File: config.mk
export PLATFORM = sky130hd
export DESIGN_NAME = lfsr_avg_noise
export DESIGN_NICKNAME = d
export VERILOG_FILES = /design/src/rtl/lfsr_pkg.sv /design/src/rtl/lfsr_core.sv /design/src/rtl/lfsr_avg_noise.sv
export SDC_FILE = /design/constraint.sdc
export NUM_CORES = 1
export LEC_CHECK = 0
export CELL_PAD_IN_SITES_DETAIL_PLACEMENT = 0
export CELL_PAD_IN_SITES_GLOBAL_PLACEMENT = 1
export CORE_MARGIN = 2
export CORE_UTILIZATION = 45
export CTS_CLUSTER_DIAMETER = 60
export DETAILED_ROUTE_END_ITERATION = 8
export PLACE_DENSITY_LB_ADDON = 0.1
export SLEW_MARGIN = 30
export SYNTH_ARGS = -nofsm -noshare
export SYNTH_HDL_FRONTEND = slang
export SYNTH_SLANG_ARGS = --single-unit
File: constraint.sdc
create_clock -name clk -period 14.1 [get_ports clk]
set_input_delay 1.41 -clock clk [delete_from_list [all_inputs] [get_ports clk]]
set_output_delay 1.41 -clock clk [all_outputs]
set_load 0.05 [all_outputs]
File: src/rtl/lfsr_pkg.sv
// lfsr_pkg: shared constants, per-width tap masks and parameter legality checks
// for the lfsr_avg_noise noise generator.
package lfsr_pkg;

  localparam logic [31:0] LFSR_DEFAULT_SEED = 32'hFFFF_0FFF;

  // Bit i set means 1-based tap i+1 feeds the XOR into bit 0.
  function automatic logic [31:0] tap_mask(input int width);
    logic [31:0] mask;
    case (width)
      32'sd8:  mask = 32'h0000_00B8;
      32'sd16: mask = 32'h0000_D008;
      32'sd24: mask = 32'h00E1_0000;
      32'sd32: mask = 32'h8020_0003;
      default: mask = 32'h0000_0000;
    endcase
    return mask;
  endfunction

  function automatic bit width_legal(input int width);
    return (width == 32'sd8) || (width == 32'sd16) ||
           (width == 32'sd24) || (width == 32'sd32);
  endfunction

  function automatic bit avg_log2_legal(input int avg_log2);
    return (avg_log2 >= 32'sd0) && (avg_log2 <= 32'sd4);
  endfunction

endpackage

File: src/rtl/lfsr_core.sv
// lfsr_core: Fibonacci LFSR state register with seed mux and zero-state recovery.
// Reports to the parent which action (step or recovery) happens this cycle.
module lfsr_core
  import lfsr_pkg::*;
#(
  parameter int          WIDTH        = 32,
  parameter logic [31:0] DEFAULT_SEED = LFSR_DEFAULT_SEED
) (
  input  logic             clk,
  input  logic             reset,
  input  logic             enable,
  input  logic             seed_load,
  input  logic [WIDTH-1:0] seed,
  output logic [WIDTH-1:0] next_state,
  output logic             step,
  output logic             recover
);

  localparam logic [31:0]      TAP_MASK = tap_mask(WIDTH);
  localparam logic [WIDTH-1:0] TAPS     = TAP_MASK[WIDTH-1:0];
  localparam logic [WIDTH-1:0] SEED_DEF = DEFAULT_SEED[WIDTH-1:0];
  localparam logic [WIDTH-1:0] ZERO     = {WIDTH{1'b0}};

  logic [WIDTH-1:0] state_r;
  logic [WIDTH-1:0] load_value_s;
  logic             zero_s;

  // Feedback, zero-seed substitution and per-cycle action decode
  always_comb begin
    next_state = {state_r[WIDTH-2:0], ^(state_r & TAPS)};
    zero_s     = (state_r == ZERO);
    if (seed == ZERO) begin
      load_value_s = SEED_DEF;
    end else begin
      load_value_s = seed;
    end
    recover = zero_s & ~seed_load;
    step    = enable & ~seed_load & ~zero_s;
  end

  // State register: seed load beats zero recovery beats stepping
  always_ff @(posedge clk or posedge reset) begin
    if (reset) begin
      state_r <= SEED_DEF;
    end else if (seed_load) begin
      state_r <= load_value_s;
    end else if (zero_s) begin
      state_r <= SEED_DEF;
    end else if (enable) begin
      state_r <= next_state;
    end else begin
      state_r <= state_r;
    end
  end

endmodule

File: src/rtl/lfsr_avg_noise.sv
// lfsr_avg_noise: LFSR noise source with an optional 2^AVG_LOG2-deep moving
// average; raw or averaged samples leave through registered outputs.
module lfsr_avg_noise
  import lfsr_pkg::*;
#(
  parameter int          WIDTH        = 32,
  parameter int          AVG_LOG2     = 2,
  parameter logic [31:0] DEFAULT_SEED = LFSR_DEFAULT_SEED
) (
  input  logic             clk,
  input  logic             reset,
  input  logic             enable,
  input  logic             seed_load,
  input  logic [WIDTH-1:0] seed,
  input  logic             filt_en,
  output logic [WIDTH-1:0] out_data,
  output logic             out_valid,
  output logic             lockup
);

  localparam int                DEPTH     = 1 << AVG_LOG2;
  localparam int                SUM_W     = WIDTH + AVG_LOG2;
  localparam int                FILL_W    = AVG_LOG2 + 1;
  localparam logic [FILL_W-1:0] FILL_FULL = FILL_W'(DEPTH);
  localparam logic [FILL_W-1:0] FILL_ONE  = FILL_W'(32'd1);

  generate
    if (!width_legal(WIDTH) || !avg_log2_legal(AVG_LOG2)) begin : g_bad_params
      $error("lfsr_avg_noise: illegal WIDTH or AVG_LOG2");
    end
  endgenerate

  logic [WIDTH-1:0]        next_state_s;
  logic                    step_s;
  logic                    recover_s;
  logic [WIDTH-1:0]        hist_r [DEPTH];
  logic signed [SUM_W-1:0] sum_r;
  logic signed [SUM_W-1:0] sum_next_s;
  logic signed [SUM_W-1:0] new_ext_s;
  logic signed [SUM_W-1:0] old_ext_s;
  logic [FILL_W-1:0]       fill_r;
  logic [FILL_W-1:0]       fill_next_s;
  logic [WIDTH-1:0]        avg_s;
  logic                    avg_ready_s;
  logic [WIDTH-1:0]        out_data_r;
  logic                    out_valid_r;
  logic                    lockup_r;

  lfsr_core #(
    .WIDTH        (WIDTH),
    .DEFAULT_SEED (DEFAULT_SEED)
  ) u_core (
    .clk        (clk),
    .reset      (reset),
    .enable     (enable),
    .seed_load  (seed_load),
    .seed       (seed),
    .next_state (next_state_s),
    .step       (step_s),
    .recover    (recover_s)
  );

  // Running-sum update; the oldest slot only leaves the sum once the window is full
  always_comb begin
    new_ext_s = SUM_W'($signed(next_state_s));
    if (fill_r == FILL_FULL) begin
      old_ext_s   = SUM_W'($signed(hist_r[DEPTH-1]));
      fill_next_s = fill_r;
    end else begin
      old_ext_s   = {SUM_W{1'b0}};
      fill_next_s = fill_r + FILL_ONE;
    end
    sum_next_s  = sum_r + new_ext_s - old_ext_s;
    avg_s       = WIDTH'(sum_next_s >>> AVG_LOG2);
    avg_ready_s = (fill_next_s == FILL_FULL);
  end

  // Averager history, sum, fill count and registered outputs
  always_ff @(posedge clk or posedge reset) begin
    if (reset) begin
      for (int i = 0; i < DEPTH; i++) begin
        hist_r[i] <= {WIDTH{1'b0}};
      end
      sum_r       <= {SUM_W{1'b0}};
      fill_r      <= {FILL_W{1'b0}};
      out_data_r  <= {WIDTH{1'b0}};
      out_valid_r <= 1'b0;
      lockup_r    <= 1'b0;
    end else if (seed_load || recover_s) begin
      for (int i = 0; i < DEPTH; i++) begin
        hist_r[i] <= {WIDTH{1'b0}};
      end
      sum_r       <= {SUM_W{1'b0}};
      fill_r      <= {FILL_W{1'b0}};
      out_data_r  <= out_data_r;
      out_valid_r <= 1'b0;
      lockup_r    <= recover_s;
    end else if (step_s) begin
      hist_r[0] <= next_state_s;
      for (int i = 1; i < DEPTH; i++) begin
        hist_r[i] <= hist_r[i-1];
      end
      sum_r       <= sum_next_s;
      fill_r      <= fill_next_s;
      out_data_r  <= filt_en ? avg_s : next_state_s;
      out_valid_r <= filt_en ? avg_ready_s : 1'b1;
      lockup_r    <= 1'b0;
    end else begin
      sum_r       <= sum_r;
      fill_r      <= fill_r;
      out_data_r  <= out_data_r;
      out_valid_r <= 1'b0;
      lockup_r    <= 1'b0;
    end
  end

  assign out_data  = out_data_r;
  assign out_valid = out_valid_r;
  assign lockup    = lockup_r;

endmodule

==> impl_metrics.csv <==
group,metric,value,unit
detailed_routing,drtAntennaViolNets,0,
grt,grt_util_all_layers,22.8,%
pwr,ir_drop,0.0000855,V
synthesis,ys.flop_type,"dfrtp_1",
cts,holdBufCountCts,0,
placement,place_ws,9810,ps
setup_path,critical_path.most_common_cell,"fa_1",
placement,gp_congestion,0.905,
run_status,status,"finished, final reports clean",
job,drv_cap,0,
floorplan,dieArea,30400,um2
placement,placedInstanceArea,14000,um2
floorplan,ios,71,
cts,ctsResizeCount,0,
timing,setup_violations,0,
grt,antenna_found_initial,0,
setup_path,path_class,"flop to flop",
layout,syn_to_final_growth,15.0,%
detailed_routing,drt_first_pass_iters,4,
cts,path_clk_slew,60,ps
detailed_routing,drc_errors,0,
cts,htree_levels,1,
setup_path,worstSetupStartpoint,"fill_r[0]",
cts,cts_buffer_depth,3,
layout,n_fill_cell,2630,
floorplan,die_h,174,um
timing,hold_viol_final,0,
setup_path,path_cells,"inv_1 -> ha_1 -> buf_4 -> and3_1 -> fa_1 -> fa_1 -> and2b_1 -> o2111ai_1 -> a211oi_2 -> nor2_2 -> o21bai_1 -> a41oi_1 -> o21a_1 -> xor2_1 -> o22ai_1",
cts,cts_root_buf,"clkbuf_16",
timing,finalClockSkew,13.1,ps
synthesis,yosys_warnings,0,
synthesis,ys_async_sr_fraction,100,%
pwr,power_density,211,nW/um2
synthesis,syn_inst,1372,
detailed_routing,drt-initial-drc-count,562,
setup_path,critPathMaxFanout,27,
grt,grt_pass1_wl,54600,um
timing,final.setup.tns,0,ps
synthesis,yosysTopAreaCellShare,38.9,%
synthesis,synth_seq_cells,231,
cts,cts_tree,"done",
synthesis,synth.area.top_cells,"dfrtp_1 39%, mux2i_1 14%, nor2_1 6.2%",
cts,clock-sinks,231,
cts,clk_latency,540,ps
floorplan,die_w,174,um
setup_path,critPathArrivalTime,4730,ps
setup_path,reg2regPathDepth,15,
detailed_routing,routed_wirelength,34100,um
setup_path,r2r_start,"fill_r[0]",
detailed_routing,post_drt_wl_per_cell,18.9,um
timing,grt_setup_unrepaired,"no",
timing,fin_hold_ws,472,ps
layout,diodes,0,
layout,drive_gt1_share,7.71,%
synthesis,avgSynthCellArea,9.52,um2
timing,worst_slew_pin_slew,883,ps
synthesis,yosysTopAreaCell,"dfrtp_1",
placement,port_buffers,70,
setup_path,worstPathRequired,14490,ps
placement,detailed_place_hpwl,23700,um
layout,stdcell_area,15000,um2
synthesis,synth_edf_count,0,
setup_path,start_kind,"flop",
synthesis,synth_nets,1479,
detailed_routing,vias_per_cell,5.32,
timing,timing.final.ws_setup,9760,ps
setup_path,reg2reg_to,"sum_r[20]",
setup_path,crit_end,"sum_r[20]",
timing,timing.final.crit_share,30.8,%
pwr,p_leak,7.45,nW
timing,slew_headroom,41.1,%
layout,fin_nets,1512,
grt,grt_max_degree,111,
synthesis,ys_types,58,
layout,final-instance-count-excl-fill,1811,
cts,postCtsSetupBuffers,0,
grt,grt_overflow,0,
setup_path,r2r_setup_slack,9760,ps
setup_path,critPathMaxStageDelay,470,ps
detailed_routing,vias,9630,
placement,dp.cells,1758,
timing,post-route-min-period,4340,ps
synthesis,ys_seq_area_share,44.5,%
timing,fmax,230,MHz
worst_hold_path,worstHoldPathType,"flop to flop",
synthesis,netlist_area,13100,um2
floorplan,std_cell_rows,62,
floorplan,start_util,45.6,%
setup_path,end_kind,"flop",
floorplan,core-area,28600,um2
cts,numCtsBuffers,29,
setup_path,slowest_stage,"fa_1",
grt,grt_pass1_vias,9407,
timing,maxSlewViolCount,0,
-- power breakdown --
part | internal (mW) | switching [mW] | leakage [nW] | total, mW
sequential | 0.785 | 0.0826 | 3.01 | 0.867
clock | 0.467 | 0.286 | 0.480 | 0.753
combinational | 0.582 | 0.971 | 3.97 | 1.55
total | 1.83 | 1.34 | 7.45 | 3.17
-- sequential cells by signal, indices dropped and copies added, names as in the netlist --
| signal | count |
|---|---|
| lockup | 1 |
| out_valid | 1 |
| sum_r | 34 |
| hist_r | 128 |
| u_core.state_r | 32 |
| fill_r | 3 |
| out_data | 32 |
-- cell type report --
| cell class | instances | area (um2) | share of cell area [%] |
|---|---|---|---|
| clock buffers | 43 | 838 | 5.58 |
| inverters | 143 | 544 | 3.62 |
| repair buffers | 82 | 795 | 5.29 |
| well taps | 384 | 480 | 3.20 |
| multi-input cells | 918 | 6410 | 42.6 |
| flip-flops and latches | 231 | 5820 | 38.7 |
| clock inverters | 10 | 145 | 0.966 |
-- cells by family (layout without fill, tap and decap cells) --
logic type / count (synthesis) / count (layout) / synth area share (%)
and+or+nand+nor: 408 / 408 / 13.5
DFF: 231 / 231 / 44.5
buffers and inverters: 223 / 278 / 6.52
AOI/OAI and AO/OA: 222 / 222 / 10.4
muxes: 183 / 183 / 14.0
adders and majority gates: 70 / 70 / 8.60
xor gates and xnor gates: 35 / 35 / 2.35
-- placed cells by master (no fill, tap or decap), drive strengths merged, types with 6 or more instances in the layout --
cell	synthesis	layout
dfstp	28	28
o21ai	75	75
xnor2	20	20
nor2	216	216
inv	143	147
nor4	14	14
o31ai	6	6
buf	23	14
xor2	15	15
fa	33	33
nand4	11	11
and3	35	35
a21o	18	18
nor3	20	20
a21oi	80	80
nand3	13	13
nand2	87	87
clkbuf	57	43
mux2i	181	181
clkdlybuf4s50	0	68
a211oi	6	6
ha	37	37
dfrtp	203	203
-- worst min path at each step --
stage | start | endpoint | slack, ps | cells past startpoint
2_1_floorplan | u_core.state_r[31] | u_core.state_r[31] | 470 | 2
3_3_place_gp | out_data[8] | out_data[8] | 460 | 2
3_5_place_dp | out_data[3] | out_data[3] | 470 | 2
4_1_cts | out_data[3] | out_data[3] | 480 | 2
5_1_grt | out_data[10] | out_data[10] | 500 | 2
6_report | out_data[9] | out_data[9] | 470 | 2
-- per-stage QoR --
stage               power, mW  util, %
global route             3.41     52.5
detailed placement       2.42     49.1
global placement         2.42     49.0
finish                   3.17     52.5
floorplan                2.02        -
CTS                      3.19     52.5
-- metal layers --
metal  wire length [um]  track usage [%]  vias up
met5                  0                0        -
met3               1690             3.54       40
met1              17700             36.2     4724
met2              14200             32.6      204
met4                579             4.52        0
li1                   -                -     4662
-- synthesized netlist by cell type, types with 20 or more instances --
library cell / count
nor2_1: 215
dfrtp_1: 203
mux2i_1: 181
inv_1: 143
nand2_1: 87
a21oi_1: 78
o21ai_0: 71
clkbuf_1: 56
ha_1: 37
and3_1: 35
fa_1: 33
dfstp_2: 28
nor3_1: 20
xnor2_1: 20
-- worst max-delay path: cells and delay by family, from the launching register on --
| family | cells | cell delay (ps) |
|---|---|---|
| AOI/OAI and AO/OA | 6 | 1330 |
| adders and majority gates | 3 | 1220 |
| and+or+nand+nor | 3 | 560 |
| buffers and inverters | 2 | 450 |
| DFF | 1 | 420 |
| xor gates and xnor gates | 1 | 190 |
(Power assumes the default switching activity.)
